### src/rtl/reservation_station.sv
// Reservation station: buffers dispatched ops until both operands are captured,
// snooping the ALU/memory result buses, and issues one ready op per cycle to the ALU.
module reservation_station #(
  parameter int DEPTH = 4,
  parameter int TAG_W = 3,
  parameter int OP_W  = 5
) (
  input  logic             clk,
  input  logic             rst,
  input  logic             in_valid,
  input  logic [OP_W-1:0]  in_op,
  input  logic [TAG_W-1:0] in_tag,
  input  logic [31:0]      in_value1,
  input  logic [TAG_W-1:0] in_query1,
  input  logic [31:0]      in_value2,
  input  logic [TAG_W-1:0] in_query2,
  input  logic [TAG_W-1:0] alu_num,
  input  logic [31:0]      alu_value,
  input  logic [TAG_W-1:0] mem_num,
  input  logic [31:0]      mem_value,
  input  logic             alu_stall,
  input  logic             flush,
  output logic             rs_full,
  output logic             issue_valid,
  output logic [OP_W-1:0]  issue_op,
  output logic [31:0]      issue_v1,
  output logic [31:0]      issue_v2,
  output logic [TAG_W-1:0] issue_tag
);

  localparam logic [OP_W-1:0] NOP = '1;
  localparam int CNT_W = $clog2(DEPTH + 1);

  typedef struct packed {
    logic [TAG_W-1:0] q;
    logic [31:0]      v;
  } opnd_t;

  // A pending operand grabs a matching broadcast; the ALU bus wins a tie.
  function automatic opnd_t snoop(input opnd_t            cur,
                                  input logic [TAG_W-1:0] a_num,
                                  input logic [31:0]      a_val,
                                  input logic [TAG_W-1:0] m_num,
                                  input logic [31:0]      m_val);
    opnd_t r;
    r = cur;
    if (cur.q != '0) begin
      if (cur.q == a_num) begin
        r.q = '0;
        r.v = a_val;
      end else if (cur.q == m_num) begin
        r.q = '0;
        r.v = m_val;
      end
    end
    return r;
  endfunction

  logic [DEPTH-1:0] busy_q, busy_d;
  logic [OP_W-1:0]  op_q  [DEPTH];
  logic [OP_W-1:0]  op_d  [DEPTH];
  logic [TAG_W-1:0] tag_q [DEPTH];
  logic [TAG_W-1:0] tag_d [DEPTH];
  opnd_t            o1_q  [DEPTH];
  opnd_t            o1_d  [DEPTH];
  opnd_t            o2_q  [DEPTH];
  opnd_t            o2_d  [DEPTH];

  logic             iss_vld_q, iss_vld_d;
  logic [OP_W-1:0]  iss_op_q, iss_op_d;
  logic [31:0]      iss_v1_q, iss_v1_d;
  logic [31:0]      iss_v2_q, iss_v2_d;
  logic [TAG_W-1:0] iss_tag_q, iss_tag_d;

  logic [CNT_W-1:0] count;
  logic             full;
  logic             iss_found, alloc_found;
  logic             issue_en, alloc_en;
  int               iss_idx, alloc_idx;

  always_comb begin
    count       = '0;
    iss_found   = 1'b0;
    iss_idx     = 0;
    alloc_found = 1'b0;
    alloc_idx   = 0;
    for (int i = 0; i < DEPTH; i++) begin
      count = count + CNT_W'(busy_q[i]);
      if (!iss_found && busy_q[i] && o1_q[i].q == '0 && o2_q[i].q == '0) begin
        iss_found = 1'b1;
        iss_idx   = i;
      end
      if (!alloc_found && !busy_q[i]) begin
        alloc_found = 1'b1;
        alloc_idx   = i;
      end
    end
    full     = (count == CNT_W'(DEPTH));
    issue_en = iss_found && !alu_stall && !flush;
    alloc_en = in_valid && !full && !flush;

    iss_vld_d = 1'b0;
    iss_op_d  = NOP;
    iss_v1_d  = '0;
    iss_v2_d  = '0;
    iss_tag_d = '0;
    busy_d    = busy_q;
    for (int i = 0; i < DEPTH; i++) begin
      op_d[i]  = op_q[i];
      tag_d[i] = tag_q[i];
      o1_d[i]  = snoop(o1_q[i], alu_num, alu_value, mem_num, mem_value);
      o2_d[i]  = snoop(o2_q[i], alu_num, alu_value, mem_num, mem_value);
      if (issue_en && iss_idx == i) begin
        busy_d[i] = 1'b0;
        iss_vld_d = 1'b1;
        iss_op_d  = op_q[i];
        iss_v1_d  = o1_q[i].v;
        iss_v2_d  = o2_q[i].v;
        iss_tag_d = tag_q[i];
      end
      // Allocation only targets a free slot, so it never collides with the issuing one.
      if (alloc_en && alloc_idx == i) begin
        busy_d[i] = 1'b1;
        op_d[i]   = in_op;
        tag_d[i]  = in_tag;
        o1_d[i]   = snoop('{q: in_query1, v: in_value1}, alu_num, alu_value, mem_num, mem_value);
        o2_d[i]   = snoop('{q: in_query2, v: in_value2}, alu_num, alu_value, mem_num, mem_value);
      end
      if (flush) busy_d[i] = 1'b0;
    end
  end

  always_ff @(posedge clk or posedge rst) begin
    if (rst) begin
      busy_q    <= '0;
      iss_vld_q <= 1'b0;
      iss_op_q  <= NOP;
      iss_v1_q  <= '0;
      iss_v2_q  <= '0;
      iss_tag_q <= '0;
    end else begin
      busy_q    <= busy_d;
      iss_vld_q <= iss_vld_d;
      iss_op_q  <= iss_op_d;
      iss_v1_q  <= iss_v1_d;
      iss_v2_q  <= iss_v2_d;
      iss_tag_q <= iss_tag_d;
    end
  end

  // Entry payload is qualified by busy_q, so it needs no reset.
  always_ff @(posedge clk) begin
    for (int i = 0; i < DEPTH; i++) begin
      op_q[i]  <= op_d[i];
      tag_q[i] <= tag_d[i];
      o1_q[i]  <= o1_d[i];
      o2_q[i]  <= o2_d[i];
    end
  end

  always_ff @(posedge clk) begin
    if (!rst) assert (!(alloc_en && (&busy_q)));
  end

  assign rs_full     = full;
  assign issue_valid = iss_vld_q;
  assign issue_op    = iss_op_q;
  assign issue_v1    = iss_v1_q;
  assign issue_v2    = iss_v2_q;
  assign issue_tag   = iss_tag_q;

endmodule

### config.mk
export PLATFORM = sky130hd
export DESIGN_NAME = reservation_station
export DESIGN_NICKNAME = d
export VERILOG_FILES = /design/src/rtl/reservation_station.sv
export SDC_FILE = /design/constraint.sdc
export NUM_CORES = 1
export LEC_CHECK = 0
export ABC_AREA = 1
export BUFFER_PORTS_ARGS = -buffer_cell sky130_fd_sc_hd__buf_2
export CAP_MARGIN = 20
export CORE_ASPECT_RATIO = 0.9
export CORE_UTILIZATION = 45
export CTS_CLUSTER_SIZE = 10
export DETAILED_ROUTE_END_ITERATION = 7
export SLEW_MARGIN = 20
export SYNTH_ARGS = -nofsm -noshare
export SYNTH_HDL_FRONTEND = slang
export SYNTH_SLANG_ARGS = --single-unit
export TNS_END_PERCENT = 5
### constraint.sdc
create_clock -name clk -period 7.3 [get_ports clk]
set_input_delay 1.46 -clock clk [delete_from_list [all_inputs] [get_ports clk]]
set_output_delay 1.46 -clock clk [all_outputs]
set_load 0.1 [all_outputs]
==> qor.txt <==
Status - finished, final reports clean
Worst hold path type - flop to flop
IO Port Bufs - 226
Row Count - 74
Total Neg Setup Slack - 0 ps
Worst setup EP type - flop
Post-DP HPWL - 43.77 mm
Synth-to-Final Area Change - 12.18%
Clock tree buffer depth - 3
WHS Endpoint - issue_op[4]$_DFF_PP1_
Hold depth - 2
Routed Antenna Nets - 0
DRC violations left - 0
Clock Power Share - 33.0%
Most frequent cells in the layout - nand2_1 (670), o21ai_0 (367), edfxtp_1 (312), buf_2 (226), o211ai_1 (221)
Static Leak - 9.167 nW
Max_slew headroom - 23.76%
Post-Place Cells - 2,997
Sequential share of power - 46.2%
Int Power - 4.471 mW
Routed len/inst - 23.95 µm
P_sw - 2.012 mW
DIE WIDTH - 230.5 µm
DR vias - 18,394
Syn_nets - 2,492
Worst r2r dst - o1_q[1][4]$_DFFE_PP_
Most common cell after layout, fill and taps aside - nand2_1
Syn_area_per_cell - 9.056 µm²
RSZ-0062 raised after global routing - no
CP arrival - 4620 ps
Post-synth EDFFs - 312
Worst vdd ir - 0.1520 mV
Clock skew - 15.13 ps
Slowest stage delay, CP - 910 ps
Critical-path top delay cell - nand2_1
I/O pins - 227
Startpoint type of the worst setup path - flop
Ys flop type - edfxtp_1
Largest net degree at the start of global routing - 96
Vias in the first global route - 17,521
Least-Margin Pin Slew - 1144 ps
CTS resizes - 0
DR iter-0 viols - 2,067
Final #Nets - 2,595
R2R Path Start - busy_q[0]$_DFFE_PP0P_
Via density - 5.964
Worst skew pair latency - 590 ps
Starting Density - 46.12%
CTS Hold Bufs - 0
Post-synthesis sequential area ratio - 53.47%
Htree depth - 2
Post-Syn Area - 0.02114 mm²
Total chip power - 6.483 mW
Cells after Synth - 2,334
Core Footprint - 0.04583 mm²
Initial antenna violation count - 6
Drt first pass iters - 6
Clock Sinks - 389
CP Max Fanout - 51
Synth cell types - 40
Fin crit share - 59.74%
Final min period - 4361 ps
Cts bufs inserted - 46
Dpl ws - 2431 ps
Die extent in y - 207.6 µm
Clock Tree Root - clkbuf_16
R2R depth - 10
CTS tree - built
Critical Path RT - 7550 ps
Max Transition Viols Final - 0
Reg clk slew, reported paths - 60 ps
Finished Layout Cells - 3,084
Switching share of power - 31.03%
R2R Setup Slk - 2940 ps
Ys Warns - 0
Total track usage - 30.77%
Layout cell share with drive strength beyond 1 - 16.05%
Logic pwr share - 20.8%
Post-CTS setup buffer count - 0
CP bufs+invs - 2
RD Place Congestion - 0.8834
Max Cap Viol - 0
Power density over the cells - 273.4 mW/mm²
CP delay by family, top - simple AND/OR/NAND/NOR gates
Final setup violation count - 0
Die area - 0.04784 mm²
Crit-path cells - fa_1, ha_1, ha_1, nor2_1, nand2_1, nand3_2, nor3_4, inv_4, nand2_1, buf_4
Hold wc startpoint - op_q[3][4]$_DFFE_PP_
Total grt overflow - 0
Drt total wl - 73.87 mm
Setup CP Type - flop to flop
Endpoints failing hold - 0
Final setup margin - 2939 ps
Post-synthesis register bit count - 389
Global-route wire length before repair - 109.8 mm
Synth async-reset ratio - 19.79%
Max Fclk - 0.2293 GHz
## worst min-delay path: stages (launching register included)
cell	delay, ps
edfxtp_1	320
nand2_1	50
nand2_1	60
## cells by family after synthesis
| logic type | Yosys count | synth area share (%) |
|---|---|---|
| compound gates | 730 | 20.70 |
| xor+xnor | 55 | 2.279 |
| fa+ha+maj | 5 | 0.3315 |
| buf+inv | 310 | 6.606 |
| flops | 389 | 53.47 |
| simple gates | 845 | 16.61 |
## through the flow
step	hold slack (ps)	utilization, %	area [µm²]
2_1_floorplan	425.4	-	21140
3_3_place_gp	433.5	48.76	22350
3_5_place_dp	434.4	48.76	22350
4_1_cts	447.6	51.72	23700
5_1_grt	471.4	51.73	23710
6_report	447.0	51.74	23710
## state kept, by name, summed over array words and instances (netlist names)
signal,flops
o2_q,140
tag_q,12
issue_tag,3
o1_q,140
busy_q,4
issue_valid,1
issue_v2,32
op_q,20
issue_v1,32
issue_op,5
## routing by layer
layer | GRT usage (%) | share of wire (%) | up-vias
met5 | 0 | 0.050 | -
met4 | 13.79 | 4.0 | 6
met3 | 4.492 | 8.2 | 175
met2 | 49.85 | 47 | 956
met1 | 40.90 | 41 | 8811
li1 | - | - | 8446
## layout make-up
type                       count  area, µm²
antenna                        3      7.507
clock buffer                  77       1277
clock inverter                 7      77.57
fill                        4182      22120
inverter                     103      401.6
multi-input combinational   1635       8483
sequential                   389      11300
tap                          608      760.7
timing repair buffer         262       1401
## worst max path at each step
stage / slack [ps] / from / depth (start not counted) / endpoint
finish: 2940 / busy_q[0]$_DFFE_PP0P_ / 10 / o1_q[1][4]$_DFFE_PP_
global route: 2690 / busy_q[0]$_DFFE_PP0P_ / 10 / o1_q[1][0]$_DFFE_PP_
CTS: 2900 / busy_q[0]$_DFFE_PP0P_ / 10 / o1_q[1][0]$_DFFE_PP_
detailed placement: 2430 / mem_num[0] / 8 / o1_q[3][21]$_DFFE_PP_
global placement: 2510 / mem_num[0] / 8 / o1_q[2][19]$_DFFE_PP_
floorplan: 2070 / alu_num[0] / 7 / o1_q[3][0]$_DFFE_PP_
## cell usage after synthesis, types with 11 or more instances
master | number | area, µm²
xor2_1 | 19 | 166.4
o211ai_1 | 221 | 1659
nand4_1 | 66 | 412.9
nor2_1 | 51 | 191.4
o21ai_1 | 98 | 490.5
dfrtp_1 | 72 | 1802
nand2_1 | 670 | 2515
clkbuf_1 | 97 | 364.1
edfxtp_1 | 312 | 9369
buf_2 | 48 | 240.2
nand3_1 | 24 | 120.1
xnor2_1 | 36 | 315.3
clkinv_1 | 34 | 127.6
buf_6 | 16 | 180.2
buf_4 | 11 | 82.58
o21ai_2 | 30 | 262.8
buf_1 | 32 | 120.1
o21ai_0 | 368 | 1842
inv_1 | 61 | 229.0
## power groups by stage
stage / clock network [mW] / registers, mW / logic [mW]
after floorplan: 0 / 3.04 / 0.849
final: 2.14 / 3.00 / 1.35
after CTS: 2.16 / 3.00 / 1.33
after global routing: 2.25 / 3.03 / 1.47
after detailed placement: 0 / 3.04 / 1.32
after global placement: 0 / 3.03 / 1.30
Power figures use the tool's default switching activity.
